$ cat src/rtl/lsu_mem_port.sv
// Load/store memory port: turns a one-cycle load/store request into a
// ready/valid memory transaction with lane steering, extension and timeout.
module lsu_mem_port #(
    parameter int TIMEOUT = 15
) (
    input  logic        clk,
    input  logic        reset,
    input  logic        req_read,
    input  logic        req_write,
    input  logic [2:0]  funct3,
    input  logic [31:0] addr,
    input  logic [31:0] wdata,
    output logic [31:0] rdata,
    output logic        busy,
    output logic        done,
    output logic        err,
    output logic        mem_valid,
    output logic        mem_we,
    output logic [31:0] mem_addr,
    output logic [3:0]  mem_be,
    output logic [31:0] mem_wdata,
    input  logic        mem_ready,
    input  logic [31:0] mem_rdata
);

    localparam logic [1:0] IDLE = 2'd0;
    localparam logic [1:0] REQ  = 2'd1;
    localparam logic [1:0] DONE = 2'd2;

    logic [1:0]  state;
    logic [7:0]  wait_cnt;
    logic [2:0]  f3_q;
    logic [1:0]  off_q;

    logic        f3_ok;
    logic        align_ok;
    logic        req_ok;
    logic [3:0]  be_next;
    logic [31:0] wdata_next;
    logic [31:0] lane_shift;
    logic [15:0] half_sel;
    logic [31:0] load_val;

    // Request legality, byte enables and replicated store data, from the live request.
    always_comb begin
        f3_ok      = 1'b0;
        align_ok   = 1'b0;
        be_next    = 4'b1111;
        wdata_next = wdata;
        if (req_read)
            f3_ok = (funct3 == 3'b000) || (funct3 == 3'b001) || (funct3 == 3'b010) ||
                    (funct3 == 3'b100) || (funct3 == 3'b101);
        else
            f3_ok = (funct3 == 3'b000) || (funct3 == 3'b001) || (funct3 == 3'b010);
        case (funct3[1:0])
            2'b00: begin
                align_ok   = 1'b1;
                be_next    = 4'b0001 << addr[1:0];
                wdata_next = {4{wdata[7:0]}};
            end
            2'b01: begin
                align_ok   = ~addr[0];
                be_next    = 4'b0011 << {addr[1], 1'b0};
                wdata_next = {2{wdata[15:0]}};
            end
            2'b10: begin
                align_ok   = (addr[1:0] == 2'b00);
                be_next    = 4'b1111;
                wdata_next = wdata;
            end
            default: align_ok = 1'b0;
        endcase
        req_ok = (req_read ^ req_write) && f3_ok && align_ok;
    end

    // Lane extraction uses the latched offset/funct3, never the live request.
    always_comb begin
        lane_shift = mem_rdata >> {off_q, 3'b000};
        half_sel   = off_q[1] ? mem_rdata[31:16] : mem_rdata[15:0];
        case (f3_q)
            3'b000:  load_val = {{24{lane_shift[7]}}, lane_shift[7:0]};
            3'b001:  load_val = {{16{half_sel[15]}}, half_sel};
            3'b100:  load_val = {24'd0, lane_shift[7:0]};
            3'b101:  load_val = {16'd0, half_sel};
            default: load_val = mem_rdata;
        endcase
    end

    always_ff @(posedge clk or negedge reset) begin
        if (!reset) begin
            state     <= IDLE;
            wait_cnt  <= 8'd0;
            f3_q      <= 3'd0;
            off_q     <= 2'd0;
            rdata     <= 32'd0;
            busy      <= 1'b0;
            done      <= 1'b0;
            err       <= 1'b0;
            mem_valid <= 1'b0;
            mem_we    <= 1'b0;
            mem_addr  <= 32'd0;
            mem_be    <= 4'd0;
            mem_wdata <= 32'd0;
        end else begin
            done <= 1'b0;
            err  <= 1'b0;
            case (state)
                IDLE: begin
                    if (req_read || req_write) begin
                        if (req_ok) begin
                            mem_addr  <= {addr[31:2], 2'b00};
                            mem_we    <= req_write;
                            mem_be    <= be_next;
                            mem_wdata <= wdata_next;
                            f3_q      <= funct3;
                            off_q     <= addr[1:0];
                            wait_cnt  <= 8'd0;
                            mem_valid <= 1'b1;
                            busy      <= 1'b1;
                            state     <= REQ;
                        end else begin
                            done  <= 1'b1;
                            err   <= 1'b1;
                            state <= DONE;
                        end
                    end
                end
                REQ: begin
                    if (mem_ready) begin
                        if (!mem_we)
                            rdata <= load_val;
                        mem_valid <= 1'b0;
                        busy      <= 1'b0;
                        done      <= 1'b1;
                        state     <= DONE;
                    end else if (wait_cnt == 8'(TIMEOUT - 1)) begin
                        mem_valid <= 1'b0;
                        busy      <= 1'b0;
                        done      <= 1'b1;
                        err       <= 1'b1;
                        state     <= DONE;
                    end else begin
                        wait_cnt <= wait_cnt + 8'd1;
                    end
                end
                DONE:    state <= IDLE;
                default: state <= IDLE;
            endcase
        end
    end

endmodule

$ cat config.mk
export PLATFORM = sky130hd
export DESIGN_NAME = lsu_mem_port
export DESIGN_NICKNAME = d
export VERILOG_FILES = /design/src/rtl/lsu_mem_port.sv
export SDC_FILE = /design/constraint.sdc
export NUM_CORES = 1
export LEC_CHECK = 0
export ABC_AREA = 1
export BUFFER_PORTS_ARGS = -buffer_cell sky130_fd_sc_hd__buf_2
export CAP_MARGIN = 15
export CORE_MARGIN = 2
export CORE_UTILIZATION = 35
export DETAILED_ROUTE_END_ITERATION = 8
export PLACE_DENSITY = 0.57
export SYNTH_ARGS = -nofsm -noshare
export SYNTH_HDL_FRONTEND = slang
export SYNTH_SLANG_ARGS = --single-unit
$ cat constraint.sdc
create_clock -name clk -period 2.2 [get_ports clk]
set_input_delay 0.22 -clock clk [delete_from_list [all_inputs] [get_ports clk]]
set_output_delay 0.22 -clock clk [all_outputs]
set_load 0.02 [all_outputs]
# ---- After elaboration in Yosys (flattened, before gate mapping)
# Cells that the tools add are included.
dict set report classes {
  bitwise_logic 3
  addsub 1
  mux 28
  eq_ne 16
  n_reduce_logical 18
  shifts 3
}
# op n
set op_table {}
lappend op_table {{one-hot mux 32 bit (4 select lines)} 1}
lappend op_table {{one-hot mux 32 bit (2 select lines)} 1}
lappend op_table {{two-way mux 8 bit} 4}
lappend op_table {{>> shifter 32 x 5 -> 8 bit} 1}
lappend op_table {{two-way mux 16 bit} 1}
lappend op_table {{one-hot mux 8 bit (2 select lines)} 1}
lappend op_table {{== test 3 bit (second input constant)} 4}
lappend op_table {{two-way mux 1 bit} 10}
lappend op_table {{adder 8 x 1 -> 8 bit (second input constant)} 1}
lappend op_table {{== test 8 x 4 -> 1 bit (second input constant)} 1}
lappend op_table {{two-way mux 2 bit} 4}
lappend op_table {{!= test 2 bit (second input constant)} 4}
lappend op_table {{one-hot mux 4 bit (2 select lines)} 1}
lappend op_table {{== test 3 x 1 -> 1 bit (second input constant)} 2}
lappend op_table {{logical NOT 2 bit} 3}
lappend op_table {{logical NOT 3 bit} 2}
lappend op_table {{one-hot mux 1 bit (2 select lines)} 3}
lappend op_table {{AND reduction 3 bit} 2}
lappend op_table {{logical OR 1 bit} 5}
lappend op_table {{AND reduction 5 bit} 1}
lappend op_table {{== test 2 x 1 -> 1 bit (second input constant)} 2}
lappend op_table {{one-hot mux 2 bit (2 select lines)} 1}
lappend op_table {{AND reduction 4 bit} 1}
lappend op_table {{<< shifter 1 x 2 -> 4 bit (first input constant)} 1}
lappend op_table {{10 further kinds} 12}
dict set report word_totals {
  reg_bits 117
  in_bits 104
  out_inout_bits 105
}

# ---- Longest topological paths before layout
# Gate-level depths: netlist of run 1.
dict set report logic_depth {
  depth_word 11
  mapped_depth 10
  mapped_depth_nobuf 9
}

# ---- Least setup slack after synthesis of run 1
# Ideal clock, no wire load.
dict set report synth_timing {
  path_type {register to register}
  start {register wait_cnt[0]}
  end {register wait_cnt[1]}
  stages_incl_launch_ff 9
  t_arrival_ns 1.276
  setup_time_ns 0.065
  setup_slack_ns 0.859
  path_cell_list {dfrtp_1 > inv_1 > ha_1 > nand3_1 > nor2_1 > nor2_1 > inv_2 > or2_0 > nand2_1}
}
dict set report synth_via {
  elab_chain_len 4
}
# item line_no
set synth_rtl {}
lappend synth_rtl {{start: declaration} 31} ;# logic [7:0] wait_cnt;
lappend synth_rtl {{start signal: assignment} 143} ;# wait_cnt <= wait_cnt + 8'd1;
lappend synth_rtl {{adder 8 x 1 -> 8 bit} 143}
lappend synth_rtl {{two-way mux 8 bit} 136} ;# end else if (wait_cnt == 8'(TIMEOUT - 1)) begin
lappend synth_rtl {{two-way mux 8 bit} 129} ;# if (mem_ready) begin
lappend synth_rtl {{one-hot mux 8 bit (2 select lines)} 107} ;# case (state)
# Several ways; a longest one is shown, not always the timed one. The select of a mux whose other input is x is not followed.
# A chain may end at the register's enable or synchronous reset.

# ---- Worst setup path in the final report of run 1
dict set report layout_timing {
  start {register f3_q[0]}
  end {register rdata[6]}
}
dict set report layout_via {
  elab_chain_len 2
}
# item line_no
set layout_rtl {}
lappend layout_rtl {{start: declaration} 32} ;# logic [2:0] f3_q;
lappend layout_rtl {{start signal: assignment} 115} ;# f3_q <= funct3;
lappend layout_rtl {{== test 3 bit (tied with other cells)} 80} ;# case (f3_q)
lappend layout_rtl {{one-hot mux 32 bit (4 select lines) *} 80}
lappend layout_rtl {{end signal: assignment} 131} ;# rdata <= load_val;
lappend layout_rtl {{end: declaration} 13} ;# output logic [31:0] rdata,
# Mark *: on every way between the ends. The rest lies on a longest branch, timed or not.

==> run_results.csv, run 1 <==
group,metric,value,unit
status,outcome,"finished, final reports clean",
logic_synthesis,yosysWarnings,0,
pwr,ir_worst_vdd,0.661,mV
logic_synthesis,post_synth.cell_area_avg,7.40,µm²
global_routing,globalRouteOverflowTotal,0,
final_layout,fin_nets,1132,
drt,drt-vias-per-instance,4.57,
drt,drc,0,
floorplanning,dieHeight,134,µm
timing,worstMarginPinSlew,643,ps
drt,antenna_left,0,
pwr,p_per_area,1420,nW/µm²
final_layout,utilization,48.6,%
final_layout,stdcell_area,8030,µm²
clocking,cts_setup_buffers,0,
global_routing,grt_usage,20.0,%
global_routing,grt_pass1_vias,5534,
logic_synthesis,synth-seq-cells,117,
timing,rsz0062_at_grt,"false",
timing,slew_viol_final,0,
place,place_hpwl,12.6,mm
logic_synthesis,ys_seq_area_share,49.5,%
final_layout,drive_above_1_share,27.6,%
timing,final_hold_viol_count,0,
place,place.gp.congestion,0.839,
critical_path,crit_path_end_kind,"flop",
floorplanning,num_rows,47,
critical_path,worstPathArrival,2050,ps
final_layout,final_cell_mix,"374 x nand2_1, 205 x buf_2, 117 x dfrtp_1",
clocking,clkSinkCount,117,
place,dpl.cell_count,1200,
global_routing,grt_busiest_layer,"met2",
flow_run,maxCapViolations,0,
floorplanning,die_x,134,µm
place,io_buffers,206,
global_routing,antenna_found_initial,1,
pwr,leakagePower,0.00455,µW
place,placed_cell_area,7160,µm²
drt,post_drt_wl_per_cell,14.0,µm
critical_path,required,2550,ps
floorplanning,core-area,16500,µm²
global_routing,use_met1,25.9,%
clocking,numCtsBuffers,17,
critical_path,worstSetupPathType,"flop to flop",
global_routing,grt_pass1_wl,28.3,mm
clocking,clock_latency,410,ps
timing,holdWs,22.3,ps
clocking,cts_tree,"yes",
floorplanning,start_util,35.8,%
drt,drt-initial-drc-count,251,
floorplanning,io_pins,209,
final_layout,syn2layout_area_growth,35.9,%
timing,slew_headroom,57.0,%
clocking,clk_path_buf_depth,2,
final_layout,final_common_cell,"nand2_1",
final_layout,final_cells,1259,
timing,clock.fmax,0.586,GHz
timing,skew,9.00,ps
logic_synthesis,yosysUniqueCellTypes,30,
drt,drt-pass1-iter-count,4,
clocking,root_buffer,"clkbuf_16",
clocking,clk_pin_slew_worst_paths,60,ps
clocking,cts-resized-gates,0,
timing,setup_viol,0,
timing,tns,0,ps
drt,routed_wl,17.6,mm
timing,min_period,1710,ps
critical_path,critical_path.max_fanout,11,
floorplanning,dieArea,17900,µm²
global_routing,grt_max_degree,54,
global_routing,use_met3,5.90,%
logic_synthesis,syn_area,5910,µm²
critical_path,startpoint_type,"flop",
timing,finalCritPeriodShare,77.5,%
worst_hold_path,hp-class,"input pin to flop",
clocking,htreeDepth,4,
logic_synthesis,netlist_instances,799,
global_routing,use_met2,32.3,%
drt,route.vias.total,5756,
==> logic make-up after synthesis <==
family	Yosys count	share of synthesized area, %
compound gates	92	8.11
flops	117	49.5
fa+ha+maj	3	0.635
other cells	1	0.0634
buf+inv	100	7.85
xor+xnor	2	0.296
simple gates	484	33.5
==> through the flow <==
step | setup WS (ps) | power (µW)
after global routing | 348 | 12200
after global placement | 499 | 8510
after CTS | 503 | 11500
final | 494 | 11400
after floorplan | 859 | 6840
after detailed placement | 508 | 8530
==> worst max-delay path: stages (launching register included) <==
cell	delay, ps
dfrtp_1	490
inv_1	140
nand2_1	150
a21oi_1	540
nand2_1	100
nand2_1	90
nand3_1	70
nand2_1	70
==> cells in the mapped netlist <==
| library cell | n | area [µm²] |
|---|---|---|
| nand2_1 | 374 | 1400 |
| dfrtp_1 | 117 | 2930 |
| nand3_1 | 56 | 280 |
| inv_1 | 52 | 195 |
| a21oi_1 | 43 | 215 |
| o21ai_0 | 42 | 210 |
| nor2_1 | 27 | 101 |
| buf_4 | 16 | 120 |
| or2_2 | 15 | 93.8 |
| clkbuf_1 | 12 | 45.0 |
| buf_2 | 11 | 55.1 |
| inv_2 | 7 | 26.3 |
| nand2_2 | 4 | 25.0 |
| ha_1 | 3 | 37.5 |
| a211oi_1 | 2 | 15.0 |
| a21boi_0 | 2 | 15.0 |
| buf_6 | 2 | 22.5 |
| nor2_2 | 2 | 12.5 |
| conb_1 | 1 | 3.75 |
| nand3_2 | 1 | 10.0 |
| nand3b_2 | 1 | 11.3 |
| nand3b_4 | 1 | 20.0 |
| nor2_4 | 1 | 11.3 |
| o211ai_1 | 1 | 7.51 |
| o21ai_2 | 1 | 8.76 |
| o21bai_1 | 1 | 7.51 |
| or2_0 | 1 | 6.26 |
| or2_1 | 1 | 6.26 |
| xnor2_1 | 1 | 8.76 |
| xor2_1 | 1 | 8.76 |
==> per-layer routing <==
layer / share of wire [%] / vias up
met5: 0.091 / -
met4: 0.54 / 2
met3: 7.8 / 8
met2: 48 / 193
met1: 44 / 2613
li1: - / 2940
==> final timing paths <==
check,start,end,slack (ps),cells past startpoint
min in group asynchronous,reset,rdata[11],330,2
min reg2reg,mem_be[3],mem_be[3],470,2
max reg2reg,f3_q[0],rdata[6],490,7
max,f3_q[0],rdata[6],490,7
min,addr[6],mem_addr[6],20,3
max in group asynchronous,reset,mem_be[2],1200,3
==> repair_timing <==
action | in CTS | in global routing
setup endpoints to repair | 0 | 0
hold buffers | 26 | 0
endpoints found under the hold margin | 58 | 0
==> flip-flops by register name (all words and copies together), names as in the netlist <==
name       flops
off_q          2
mem_be         4
mem_addr      30
f3_q           3
err            1
state          2
rdata         32
mem_valid      1
wait_cnt       8
mem_wdata     32
mem_we         1
done           1
==> layout make-up <==
type / count / area (µm²)
multi-input cells: 583 / 2520
well taps: 220 / 275
clock buffers: 18 / 439
diodes: 1 / 2.50
fillers: 1690 / 8490
repair buffers: 247 / 1470
inverters: 59 / 221
flip-flops and latches: 117 / 2930
clock inverters: 14 / 175
==> where the power goes <==
part	total [µW]	switching, µW	leakage (µW)	internal [µW]
sequential	3760	602	0.00147	3160
clock	2880	1060	0.000293	1820
combinational	4750	3090	0.00279	1660
total	11400	4750	0.00455	6630
Note: power is estimated with default switching activity, not from simulation.
==> run 2: changes to the inputs <==
- ABC_AREA: 1 -> 0
- clock period: 2.2 -> 1.7 ns (I/O delays scaled with it)
==> run 2 against run 1 <==
The flow now finishes with violations (setup timing). Global-route usage down 1.1 points. Utilization is 6.1 points higher. Worst setup slack lost 510 ps. Maximum frequency shrank 0.31%. Clock power increased by 27%. Wire length down 3.0%. Non-clock buffer count is 42 higher. Sequential power is 31% higher. Combinational power rose by 41%. Synthesized cell count shrank 40%. Final cell count fell by 22%. Critical endpoint is now mem_wdata[24].
==> run_results.csv, run 2 <==
group,metric,value,unit
status,outcome,"finished with violations",
status,violations,"setup timing",
place,io_buffers,206,
critical_path,required,2000,ps
drt,drt-initial-drc-count,356,
clocking,cts_tree,"yes",
logic_synthesis,yosysUniqueCellTypes,47,
logic_synthesis,yosysMostFrequentCell,"dfrtp_1",
logic_synthesis,synth_ff_type,"dfrtp_1",
pwr,p_per_area,1780,nW/µm²
logic_synthesis,synth_edf_count,0,
pwr,leakagePower,0.00417,µW
logic_synthesis,syn_area,5560,µm²
logic_synthesis,synth-seq-cells,117,
global_routing,grt_max_degree,118,
timing,slew_viol_final,0,
place,place.gp.congestion,0.825,
logic_synthesis,post_synth.cell_area_avg,11.7,µm²
final_layout,fin_nets,859,
drt,drc,0,
drt,drt-vias-per-instance,4.87,
logic_synthesis,synth_top_cells_by_count,"117 x dfrtp_1, 60 x mux2_2, 43 x nand2_1",
final_layout,utilization,54.7,%
logic_synthesis,async_flop_share,100,%
timing,min_period,1710,ps
global_routing,grt_usage,18.9,%
final_layout,syn2layout_area_growth,54.5,%
logic_synthesis,netlist.area_leader.share,52.6,%
critical_path,ff2ff_path_depth,5,
critical_path,reg2reg_from,"state[1]",
final_layout,n_antenna_cell,0,
timing,final_hold_viol_count,0,
clocking,clkSinkCount,117,
critical_path,crit_path_end_kind,"flop",
critical_path,rrSetupSlack,-10,ps
pwr,power,15300,µW
final_layout,largest_registers,"mem_wdata: 32 flops, rdata: 32 flops, mem_addr: 30 flops",
clocking,numCtsBuffers,17,
timing,worstMarginPinSlew,644,ps
flow_run,maxCapViolations,0,
logic_synthesis,yosys.area.top_type,"dfrtp_1",
final_layout,drive_above_1_share,52.5,%
timing,final.setup.worst_slack,-11.0,ps
pwr,ir_worst_vdd,0.948,mV
logic_synthesis,ys_seq_area_share,52.6,%
critical_path,r2r-end,"mem_wdata[24]",
timing,setup_viol,10,
critical_path,critical_path.max_fanout,7,
timing,slew_headroom,57.0,%
worst_hold_path,hp-class,"input pin to flop",
global_routing,grt_pass1_vias,4726,
floorplanning,io_pins,209,
critical_path,worstPathArrival,2010,ps
logic_synthesis,netlist_instances,476,
global_routing,globalRouteOverflowTotal,0,
timing,clock.fmax,0.584,GHz
clocking,root_buffer,"clkbuf_16",
final_layout,final_common_cell,"buf_2",
timing,skew,10.0,ps
floorplanning,core-area,15700,µm²
final_layout,final_cell_mix,"205 x buf_2, 117 x dfrtp_1, 69 x mux2_4",
drt,drt-pass1-iter-count,4,
global_routing,grt_pass1_wl,24.6,mm
drt,post_drt_wl_per_cell,17.4,µm
clocking,clk_path_buf_depth,2,
logic_synthesis,yosys-top-cells-area,"dfrtp_1 53%, mux2_2 12%, mux2_1 6.7%",
clocking,clock_latency,410,ps
place,place_hpwl,10.5,mm
timing,rsz0062_at_grt,"true",
drt,route.vias.total,4781,
clocking,htreeDepth,4,
critical_path,startpoint_type,"flop",
floorplanning,dieHeight,130,µm
critical_path,crit_path_start,"state[1]",
critical_path,crit_path_end,"mem_wdata[24]",
logic_synthesis,yosysWarnings,0,
global_routing,antenna_found_initial,0,
critical_path,worstSetupPathType,"flop to flop",
timing,finalCritPeriodShare,101,%
floorplanning,dieArea,16900,µm²
drt,antenna_left,0,
floorplanning,num_rows,46,
drt,routed_wl,17.1,mm
place,dp_worst_setup_slack,-170,ps
floorplanning,die_x,130,µm
clocking,clk_pin_slew_worst_paths,50,ps
floorplanning,start_util,35.4,%
[run 2: final cells by class]
type / count / area, µm²
fillers: 1370 / 7120
flip-flops and latches: 117 / 2930
multi-input cells: 318 / 2730
repair buffers: 289 / 2020
clock buffers: 25 / 515
well taps: 216 / 270
clock inverters: 7 / 92.6
inverters: 9 / 33.8
[run 2: worst min-delay path by stage]
| stage | cells past startpoint | to | slack (ps) | from |
|---|---|---|---|---|
| global placement | 2 | rdata[20] | 320 | reset |
| CTS | 3 | rdata[3] | 2 | mem_rdata[3] |
| finish | 3 | rdata[6] | 20 | mem_rdata[6] |
| detailed placement | 2 | rdata[24] | 330 | reset |
| floorplan | 0 | done | -130 | reset |
| global route | 3 | rdata[2] | 10 | mem_rdata[2] |
[run 2: per-stage QoR]
| step | setup TNS, ps | hold slack [ps] | cell area (µm²) | cells |
|---|---|---|---|---|
| finish | -66.9 | 16.1 | 8590 | 981 |
| global route | -2670 | 10.2 | 8590 | 981 |
| CTS | -852 | 1.79 | 8200 | 971 |
| detailed placement | -9040 | 328 | 6980 | 898 |
| global placement | -7520 | 318 | 6980 | 898 |
| floorplan | -2220 | -126 | 5570 | 477 |
[run 2: timing repair]
action / CTS / global route
gates cloned: 2 / 8
hold endpoints to repair: 148 / 0
endpoints found under the setup margin: 79 / 83
gates resized for setup: 49 / 49
hold buffers: 32 / 0
buffers inserted: 7 / 2
pin swaps: 6 / 7
[run 2: cell families (layout without fill, tap and decap cells)]
group | Yosys count | count (layout) | synth area share [%]
compound gates | 80 | 80 | 8.86
buf+inv | 42 | 330 | 4.03
fa+ha+maj | 3 | 3 | 0.675
mux | 112 | 112 | 22.5
xor+xnor | 3 | 3 | 0.472
flops | 117 | 117 | 52.6
other cells | 1 | 2 | 0.0674
simple gates | 118 | 118 | 10.8
[run 2: layer usage]
layer | track usage (%) | share of wire (%)
met3 | 7.50 | 7.7
met1 | 23.8 | 43
met4 | 4.55 | 0.55
met5 | 0 | 0
met2 | 30.6 | 49
[run 2: where the power goes]
part / internal [µW] / switching [µW] / total (µW)
Sequential: 4090 / 820 / 4910
Clock: 2390 / 1270 / 3660
Combinational: 3100 / 3580 / 6680
[run 2: worst max-delay path: stages, from the launching register on]
cell and delay, ps:
dfrtp_1 380, or3_4 390, nor2_4 180, buf_12 190
clkbuf_16 170, mux2_4 290
